<file path="config.mk">
export PLATFORM = sky130hd
export DESIGN_NAME = multdiv_unit
export DESIGN_NICKNAME = d
export VERILOG_FILES = /design/src/rtl/multdiv_unit.sv
export SDC_FILE = /design/constraint.sdc
export NUM_CORES = 1
export LEC_CHECK = 0
export ABC_CLOCK_PERIOD_IN_PS = 7550
export CORE_UTILIZATION = 50
export DETAILED_ROUTE_END_ITERATION = 8
export PLACE_DENSITY = 0.7
export SETUP_SLACK_MARGIN = 0.02
export SLEW_MARGIN = 20
export SYNTH_ARGS = -nofsm -noshare
export SYNTH_HDL_FRONTEND = slang
export SYNTH_SLANG_ARGS = --single-unit
</file>
<file path="constraint.sdc">
create_clock -name clock -period 7.55 [get_ports clock]
set_input_delay 0.755 -clock clock [delete_from_list [all_inputs] [get_ports clock]]
set_output_delay 0.755 -clock clock [all_outputs]
set_load 0.01 [all_outputs]
</file>
<file path="src/rtl/multdiv_unit.sv">
// Iterative signed 32-bit multiply/divide unit: radix-2 Booth multiply, non-restoring divide.
// Fixed 33-cycle latency from the start edge to the registered result and one-cycle ready pulse.
module multdiv_unit #(
    parameter int unsigned WIDTH = 32,
    parameter int unsigned CNT_W = 6
) (
    input  logic             clock,
    input  logic             reset,
    input  logic [WIDTH-1:0] data_operandA,
    input  logic [WIDTH-1:0] data_operandB,
    input  logic             ctrl_MULT,
    input  logic             ctrl_DIV,
    output logic [WIDTH-1:0] data_result,
    output logic             data_exception,
    output logic             data_resultRDY,
    output logic             busy
);

    // Two guard bits keep Booth add/sub of the most negative multiplicand and the
    // non-restoring partial remainder from overflowing.
    localparam int unsigned HW = WIDTH + 2;
    localparam logic [WIDTH-1:0] MinVal = {1'b1, {(WIDTH - 1){1'b0}}};

    typedef enum logic [2:0] {StIdle, StMult, StDiv, StFin, StDone} state_e;

    state_e           state_q, state_d;
    logic [CNT_W-1:0] cnt_q, cnt_d;
    logic [HW-1:0]    hi_q, hi_d;
    logic [WIDTH-1:0] lo_q, lo_d;
    logic             qm1_q, qm1_d;
    logic [WIDTH-1:0] opnd_q, opnd_d;
    logic             is_div_q, is_div_d;
    logic             neg_q, neg_d;
    logic             dz_q, dz_d;
    logic             ovf_q, ovf_d;
    logic [WIDTH-1:0] result_q, result_d;
    logic             exc_q, exc_d;

    logic             start;
    logic [WIDTH-1:0] a_mag, b_mag;
    logic [HW-1:0]    opnd_sext, opnd_zext;
    logic [HW-1:0]    booth_sum, div_shift, div_next;
    logic [2*WIDTH-1:0] product;
    logic [WIDTH:0]   prod_top;

    assign start     = ctrl_MULT | ctrl_DIV;
    assign a_mag     = data_operandA[WIDTH-1] ? -data_operandA : data_operandA;
    assign b_mag     = data_operandB[WIDTH-1] ? -data_operandB : data_operandB;
    assign opnd_sext = {{2{opnd_q[WIDTH-1]}}, opnd_q};
    assign opnd_zext = {2'b00, opnd_q};
    assign product   = {hi_q[WIDTH-1:0], lo_q};
    assign prod_top  = product[2*WIDTH-1:WIDTH-1];

    always_comb begin
        case ({lo_q[0], qm1_q})
            2'b01:   booth_sum = hi_q + opnd_sext;
            2'b10:   booth_sum = hi_q - opnd_sext;
            default: booth_sum = hi_q;
        endcase
    end

    // Add back instead of restoring when the partial remainder went negative.
    assign div_shift = {hi_q[HW-2:0], lo_q[WIDTH-1]};
    assign div_next  = hi_q[HW-1] ? div_shift + opnd_zext : div_shift - opnd_zext;

    always_comb begin
        state_d  = state_q;
        cnt_d    = cnt_q;
        hi_d     = hi_q;
        lo_d     = lo_q;
        qm1_d    = qm1_q;
        opnd_d   = opnd_q;
        is_div_d = is_div_q;
        neg_d    = neg_q;
        dz_d     = dz_q;
        ovf_d    = ovf_q;
        result_d = result_q;
        exc_d    = exc_q;

        if (start) begin
            cnt_d = '0;
            hi_d  = '0;
            qm1_d = 1'b0;
            if (ctrl_MULT) begin
                state_d  = StMult;
                is_div_d = 1'b0;
                lo_d     = data_operandB;
                opnd_d   = data_operandA;
            end else begin
                state_d  = StDiv;
                is_div_d = 1'b1;
                lo_d     = a_mag;
                opnd_d   = b_mag;
                neg_d    = data_operandA[WIDTH-1] ^ data_operandB[WIDTH-1];
                dz_d     = (data_operandB == '0);
                ovf_d    = (data_operandA == MinVal) && (&data_operandB);
            end
        end else begin
            case (state_q)
                StMult, StDiv: begin
                    if (state_q == StMult) begin
                        hi_d  = {booth_sum[HW-1], booth_sum[HW-1:1]};
                        lo_d  = {booth_sum[0], lo_q[WIDTH-1:1]};
                        qm1_d = lo_q[0];
                    end else begin
                        hi_d = div_next;
                        lo_d = {lo_q[WIDTH-2:0], ~div_next[HW-1]};
                    end
                    if (cnt_q == CNT_W'(WIDTH - 1)) begin
                        state_d = StFin;
                    end else begin
                        cnt_d = cnt_q + 1'b1;
                    end
                end
                StFin: begin
                    state_d = StDone;
                    if (is_div_q) begin
                        exc_d = dz_q | ovf_q;
                        if (dz_q) begin
                            result_d = '0;
                        end else if (ovf_q) begin
                            result_d = MinVal;
                        end else begin
                            result_d = neg_q ? -lo_q : lo_q;
                        end
                    end else begin
                        result_d = product[WIDTH-1:0];
                        exc_d    = !((&prod_top) || !(|prod_top));
                    end
                end
                StDone:  state_d = StIdle;
                default: state_d = StIdle;
            endcase
        end
    end

    always_ff @(posedge clock) begin
        if (reset) begin
            state_q  <= StIdle;
            cnt_q    <= '0;
            hi_q     <= '0;
            lo_q     <= '0;
            qm1_q    <= 1'b0;
            opnd_q   <= '0;
            is_div_q <= 1'b0;
            neg_q    <= 1'b0;
            dz_q     <= 1'b0;
            ovf_q    <= 1'b0;
            result_q <= '0;
            exc_q    <= 1'b0;
        end else begin
            state_q  <= state_d;
            cnt_q    <= cnt_d;
            hi_q     <= hi_d;
            lo_q     <= lo_d;
            qm1_q    <= qm1_d;
            opnd_q   <= opnd_d;
            is_div_q <= is_div_d;
            neg_q    <= neg_d;
            dz_q     <= dz_d;
            ovf_q    <= ovf_d;
            result_q <= result_d;
            exc_q    <= exc_d;
        end
    end

    assign data_result    = result_q;
    assign data_exception = exc_q;
    assign data_resultRDY = (state_q == StDone);
    assign busy           = (state_q == StMult) || (state_q == StDiv) || (state_q == StFin);

endmodule

</file>
* Word level (Yosys, flattened, before mapping) *
Index checks and enable logic that the tools add are counted.

operators by class
  equal/unequal tests = 9
  $add $sub $neg = 8
  bitwise gates (word level) = 7
  reductions and logical operators = 17
  multiplexer cells = 20

operator list
  cell                  count
  $mux 32               11
  $neg 32->32           3
  $mux 34               2
  $pmux 34 s2           1
  $add 34x32->34        1
  $add 34x34->34        1
  $sub 34x32->34        1
  $sub 34x34->34        1
  $reduce_and 33->1     1
  $reduce_or 33->1      1
  $eq 32x32->1 const B  1
  $logic_not 32->1      1
  $reduce_and 32->1     1
  $reduce_and 2->1      4
  $add 6x1->6 const B   1
  $eq 3x2->1 const B    2
  $eq 6x5->1 const B    1
  $mux 3                2
  $pmux 3 s2            1
  $not 1->1             4
  $reduce_or 2->1       2
  $eq 3x1->1 const B    1
  $eq 3x3->1 const B    1
  $logic_or 1x1->1      3
  other kinds (10)      13

storage, ports and cells
  logic and storage cells = 73
  output and inout bits = 35
  flip-flop bits (word level) = 145
  input port bits = 68

* Logic depth before layout (Yosys ltp) *
Gate-level depths: netlist of the first run.

  depth in word-level cells = 6
  depth in mapped cells = 20
  depth with buffers taken out = 20

* Worst setup path before layout of the first run *
OpenSTA, ideal clock, no wires.

  kind = reg-to-reg
  from = reg opnd_q[0]
  to = reg hi_q[32]
  library setup time = 0.092 ns
  required time = 7.458 ns
  setup slack = 3.327 ns
  arrival = 4.131 ns
  buffers on the path = 0
  cell stages (with the launch flop) = 21
  period minus slack after synthesis = 4.223 ns
  path through = dfxtp_1 -> inv_1 -> ha_1 -> or3b_2 -> nor2_1 -> nand2_1 -> nor4_2 -> nor3b_2 -> nor3b_2 -> nor3b_2 -> nor2_1 -> xnor2_1 -> ha_1 -> a21o_1 -> a21o_1 -> a21oi_1 -> nand2_1 -> mux2i_1 -> mux2i_1 -> o21a_1 -> nor4_1

between the ends
  word-level cells in the longest chain between the ends = 3
  elaborated cells between the ends (all ways) = 7
  classes of those cells = add/sub (4); mux (3)

ends and longest elaborated chain
  what                                          RTL line  RTL
  start, declared                               31        logic [WIDTH-1:0] opnd_q, opnd_d;
  start signal, assigned                        157       opnd_q <= opnd_d;
  $sub 34x34->34, or another cell as far along  57        2'b10: booth_sum = hi_q - opnd_sext;
  $pmux 34 s2 or $mux 34 (tied branches)        55, 64
  $mux 34 (*)                                   101       if (state_q == StMult) begin
  end signal, assigned                          154       hi_q <= hi_d;
  end, declared                                 28        logic [HW-1:0] hi_q, hi_d;

Mark *: on every way between the ends. The rest lies on a longest branch, timed or not.
A chain may end at the register's enable or synchronous reset.

* Worst setup path after layout of the first run *
Ends and elaborated chain as after synthesis.

==> flow_summary.json, run 1 <==
{
  "status": "finished with violations",
  "failed_checks": "DRC",
  "synthTopCellsByArea": "dfxtp_1 22%, xor2_1 8.1%, a21oi_1 7.3%, ha_1 6.8%, nor2_1 6.8%",
  "grt_first_pass_wirelength_mm": 69.7,
  "hold_viol": 0,
  "crit_path_end_kind": "flop",
  "die-area_sq_um": 27400,
  "io_pins": 103,
  "first_pass_iters": 8,
  "slew_headroom_pct": 27.5,
  "wl_met3_mm": 3.20,
  "ant_nets": 0,
  "cts.clk_slew.worst_paths_ps": 80,
  "wl_met1_mm": 20.4,
  "rsz0062_at_grt": "no",
  "p_leak_nw": 5.90,
  "gp_congestion": 0.996,
  "path_max_fanout": 6,
  "ys.flop_type": "dfxtp_1",
  "synth-seq-area-share_pct": 21.7,
  "fin_setup_tns_ps": 0,
  "crit_required_ps": 7900,
  "hold_class": "flop to flop",
  "period_share_pct": 66.9,
  "synth_area_leader_cell": "dfxtp_1",
  "cp-start-kind": "flop",
  "synth_fp_nets": 1956,
  "ys_warn_count": 0,
  "slew_violations": 0,
  "synth_cells": 1813,
  "period_needed_ps": 5050,
  "yosysUniqueCellTypes": 75,
  "drtIter0Drc": 1365,
  "fp.coreArea_sq_um": 26100,
  "grt_max_degree": 88,
  "power_density_nw_per_um2": 177,
  "rows": 59,
  "synth-edff-count": 0,
  "synth_common_cells": "243 x nor2_1, 196 x a21oi_1, 145 x dfxtp_1, 134 x nand2_1, 123 x xor2_1",
  "wl_per_cell_um": 20.6,
  "setup_viol": 0,
  "hold_buffers": 0,
  "portBuffers": 102,
  "cts_resized": 0,
  "root_buffer": "clkbuf_16",
  "nets": 1975,
  "drive_above_1_share_pct": 4.93,
  "grt-ovfl-total": 0,
  "design_area_sq_um": 15100,
  "first_global_vias": 12338,
  "critical_path_class": "flop to flop",
  "fill_cells": 2489,
  "start_util_pct": 51.2,
  "postCtsSetupRepairBufs": 0,
  "max_freq_ghz": 0.198,
  "top_layer": "met5",
  "routed_wl_mm": 45.0,
  "cts_inserted_buffers": 17,
  "arrival_ps": 5410,
  "async_flop_share_pct": 0,
  "vias": 13793,
  "synth.top_cell.area_share_pct": 21.7,
  "r2r_setup_slack_ps": 2500,
  "clk_latency_ps": 440,
  "wl_met2_mm": 20.5,
  "hpwl_mm": 34.1,
  "tightestPinTransition_ps": 1080,
  "dpl-instance-area_sq_um": 14500,
  "fp.dieW_um": 166,
  "area_growth_pct": 13.3,
  "antenna_found_initial": 5,
  "synth_area_per_cell_sq_um": 7.37,
  "synth.most_common_cell": "nor2_1",
  "clock_sinks": 145,
  "route.detailed.drc": 4,
  "cts_tree": "yes",
  "ir_drop_mv": 0.169,
  "syn_area_sq_um": 13400,
  "fin_skew_ps": 17.9,
  "die_h_um": 166,
  "vias_per_cell": 6.32,
  "grt_usage_pct": 33.1,
  "clockBufferDepth": 2,
  "ys_ff_latch": 145,
  "cts_max_level": 4,
  "max_cap_viol_count": 0
}
==> worst paths after layout <==
| path | from | to | cells after the start |
|---|---|---|---|
| worst min register to register | data_exception | data_exception | 2 |
| worst max register to register | opnd_q[0] | hi_q[32] | 20 |
| worst min-delay path | data_exception | data_exception | 2 |
| worst max-delay path | opnd_q[0] | hi_q[32] | 20 |
==> critical path: stages, from the launching register on <==
cell and delay (ps):
dfxtp_1 370, inv_1 100, ha_1 200, or3b_2 500, nor2_1 320, nand2_1 250
nor4_2 300, nor3b_2 300, nor3b_2 270, nor3b_2 300, nor2_1 80, xnor2_1 150
ha_1 370, a21o_1 220, a21o_1 180, a21oi_1 260, nand3_1 120, a21oi_1 160
a2111oi_0 80, o21a_1 180, nor4_1 240
==> through the flow <==
stage | setup WS (ps) | power, W | cells | hold WS, ps | utilization, %
2_1_floorplan | 3330 | 0.00152 | 1813 | 436 | -
3_3_place_gp | 2690 | 0.00178 | 2147 | 448 | 55.4
3_5_place_dp | 2620 | 0.00178 | 2147 | 466 | 55.5
4_1_cts | 2540 | 0.00267 | 2179 | 475 | 57.8
5_1_grt | 2040 | 0.00281 | 2180 | 497 | 57.9
6_report | 2500 | 0.00268 | 2183 | 478 | 57.9
==> logic make-up (layout without fill, tap and decap cells) <==
group                      Yosys count  after routing  share of synthesized area [%]
AOI/OAI and AO/OA                  578            578                           28.3
xor gates and xnor gates           211            211                           13.8
adders and majority gates           75             75                           7.13
buffers and inverters              153            185                           4.35
DFF                                145            145                           21.7
muxes                               33             33                           2.49
other                                0              3                              0
and+or+nand+nor                    618            618                           22.2
==> sequential cells by signal, indices dropped and copies added (netlist names) <==
name	cells
hi_q	34
data_result	32
lo_q	32
opnd_q	32
cnt_q	6
state_q	3
data_exception	1
dz_q	1
is_div_q	1
neg_q	1
ovf_q	1
qm1_q	1
==> layer usage <==
| metal | up-vias | global-route usage, % |
|---|---|---|
| li1 | 6697 | - |
| met1 | 6531 | 45.6 |
| met2 | 506 | 52.9 |
| met3 | 57 | 5.32 |
| met4 | 2 | 9.17 |
| met5 | - | 0 |
==> final cells by class <==
type / count / area, sq um / area share (%)
diodes: 3 / 7.51 / 0.0496
clock buffers: 17 / 425 / 2.81
flip-flops and latches: 145 / 2900 / 19.2
repair buffers: 121 / 1170 / 7.75
well taps: 335 / 419 / 2.77
inverters: 32 / 120 / 0.793
multi-input cells: 1515 / 9910 / 65.4
clock inverters: 15 / 186 / 1.23
==> power by group <==
part	internal, W	switching [W]	total [W]
Sequential	0.000799	0.0000717	0.000871
Combinational	0.000358	0.000563	0.000921
Clock	0.000450	0.000438	0.000888
Total	0.00161	0.00107	0.00268
==> cell usage in the layout (no fill, tap or decap), drive strengths merged, types with 10 or more instances in the layout <==
cell type        n
clkbuf          17
o211ai          20
a21oi          197
nand2          134
nand2b          10
o31ai           27
a31oi           13
nand4           35
o41ai           10
xor2           123
o21ai           85
clkdlybuf4s50   99
a221oi          33
dfxtp          145
a21o            36
mux2i           31
nor2           243
a22oi           23
buf             22
ha              73
a211oi          53
nor4            25
or4             13
nor2b           15
nand3           27
or3             17
inv             38
and3            11
xnor2           88
nor3            52
a22o            13
o21a            10
No activity file was read; power rests on OpenSTA's default activity.
==> run 2, diff against run 1 <==
Settings changed: ABC_CLOCK_PERIOD_IN_PS 7550 to 5300.
Clock period 7.55 ns to 5.3 ns, I/O delays scaled along.
==> run 2 against run 1 <==
Compared with the run above: the run still ends with DRC left; maximum frequency increased by 5.0%; global-route usage increased by 0.74 points; core utilization increased by 0.20 points; non-clock buffer count increased by 9; critical path type unchanged.
==> flow_summary.json, run 2 (synthesized netlist as in run 1, its figures left out) <==
{
  "status": "finished with violations",
  "failed_checks": "DRC",
  "crit_slowest_cell": "or3b_2",
  "wl_per_cell_um": 21.0,
  "clock_sinks": 145,
  "cts.clk_slew.worst_paths_ps": 80,
  "antenna_found_initial": 3,
  "ir_drop_mv": 0.179,
  "route.detailed.drc": 4,
  "largest_register_ffs": 34,
  "die_h_um": 166,
  "cts_max_level": 4,
  "crit_path_end_kind": "flop",
  "slew_violations": 0,
  "gp_congestion": 0.992,
  "critPathTopFamily": "simple AND/OR/NAND/NOR gates",
  "arrival_ps": 5090,
  "multi_input_area_sq_um": 9920,
  "drive_above_1_share_pct": 5.56,
  "routed_wl_mm": 46.1,
  "grt_usage_pct": 33.8,
  "clk_latency_ps": 450,
  "dpl.cell_count": 2157,
  "drtIter0Drc": 1467,
  "netSwitchingFraction_pct": 40.2,
  "dp_slack_ps": 329,
  "grt_max_degree": 93,
  "io_pins": 103,
  "layout_common_cells": "242 x nor2_1, 195 x a21oi_1, 145 x dfxtp_1",
  "fin_ws_ps": 488,
  "first_global_vias": 12703,
  "power_density_nw_per_um2": 253,
  "rows": 59,
  "area.sequential_sq_um": 2900,
  "first_pass_iters": 9,
  "tightestPinTransition_ps": 1170,
  "cts_tree": "yes",
  "cp-start-kind": "flop",
  "layout_commonest_cell": "nor2_1",
  "worstPathCellList": "inv_1 -> ha_1 -> or3b_2 -> nor2_2 -> nand2_2 -> nor4_4 -> nor3b_2 -> nor3b_2 -> nor3b_2 -> nor2_1 -> xnor2_1 -> ha_1 -> a21o_1 -> a21o_1 -> a21o_1 -> nand2_1 -> a21oi_1 -> a2111oi_0 -> o21a_1 -> nor4_1",
  "ant_nets": 0,
  "stdcell_count": 2191,
  "crit_required_ps": 5570,
  "grt_first_pass_wirelength_mm": 71.5,
  "start_util_pct": 51.2,
  "p_leak_nw": 5.94,
  "p_switching_w": 0.00155,
  "p_int_w": 0.00230,
  "slowest_delay_ps": 510,
  "fp.coreArea_sq_um": 26100,
  "p_seq_share_pct": 32.2,
  "hpwl_mm": 34.9,
  "max_freq_ghz": 0.208,
  "crit_buf_inv": 1,
  "area_growth_pct": 13.7,
  "postCtsSetupRepairBufs": 0,
  "path_max_fanout": 6,
  "grt-ovfl-total": 0,
  "hold_class": "flop to flop",
  "hold_ws_ps": 480,
  "vias_per_cell": 6.37,
  "period_needed_ps": 4810,
  "slew_headroom_pct": 22.2,
  "portBuffers": 102,
  "rsz0062_at_grt": "no",
  "fp.dieW_um": 166,
  "top_register": "hi_q",
  "clockBufferDepth": 2,
  "p_clk_share_pct": 33.1,
  "fill_cells": 2492,
  "nets": 1984,
  "root_buffer": "clkbuf_16",
  "critical_path_class": "flop to flop",
  "fin_setup_tns_ps": 0,
  "cts_inserted_buffers": 17,
  "hold_viol": 0,
  "period_share_pct": 90.8,
  "hold_buffers": 0,
  "pwr-share-comb_pct": 34.6,
  "fin_skew_ps": 15.6,
  "die-area_sq_um": 27400,
  "max_cap_viol_count": 0,
  "vias": 13959,
  "final_util_pct": 58.1,
  "setup_viol": 0
}
==> run 2: worst reg2reg max path: stages, from the launching register on <==
cell and delay (ps):
dfxtp_1 350, inv_1 90, ha_1 190, or3b_2 510, nor2_2 250, nand2_2 180
nor4_4 200, nor3b_2 270, nor3b_2 270, nor3b_2 270, nor2_1 90, xnor2_1 230
ha_1 350, a21o_1 230, a21o_1 210, a21o_1 200, nand2_1 50, a21oi_1 60
a2111oi_0 390, o21a_1 210, nor4_1 50
==> run 2: cell type report <==
cell class	instances	area share [%]
clock inverter	15	1.21
multi-input combinational	1515	65.3
timing repair buffer	130	8.00
tap	335	2.76
clock buffer	17	2.80
antenna	2	0.0329
inverter	32	0.790
sequential	145	19.1
==> run 2: what timing repair did <==
item                                    CTS  global route
resized for setup                         0             4
endpoints found under the setup margin    0             3
hold endpoints to repair                  0             0
==> run 2: power groups by stage <==
stage | Clock [W] | Combinational [W] | Sequential, W
after global placement | 0 | 0.00129 | 0.00126
after global routing | 0.00132 | 0.00146 | 0.00125
after floorplan | 0 | 0.000954 | 0.00121
after CTS | 0.00128 | 0.00131 | 0.00123
final | 0.00127 | 0.00133 | 0.00124
after detailed placement | 0 | 0.00130 | 0.00126
==> run 2: path summary, 6_finish.rpt <==
path / from / to / slack (ps) / cells past startpoint
worst max register to register: opnd_q[0] / hi_q[32] / 490 / 20
worst min-delay path: qm1_q / qm1_q / 480 / 2
worst max-delay path: opnd_q[0] / hi_q[32] / 490 / 20
worst min register to register: qm1_q / qm1_q / 480 / 2
==> run 2: per-layer routing <==
layer / track usage, % / vias to the layer above / part of all wire, %
met3: 6.49 / 78 / 7.7
li1: - / 6716 / -
met4: 11.3 / 4 / 2.9
met2: 54.5 / 566 / 46
met1: 44.9 / 6595 / 44
met5: 0 / - / 0.063
==> run 2: through the flow <==
stage	total power [W]	cell area, sq um
after floorplan	0.00216	13400
final	0.00384	15200
after global routing	0.00402	15200
after global placement	0.00255	14600
after CTS	0.00382	15200
after detailed placement	0.00256	14600
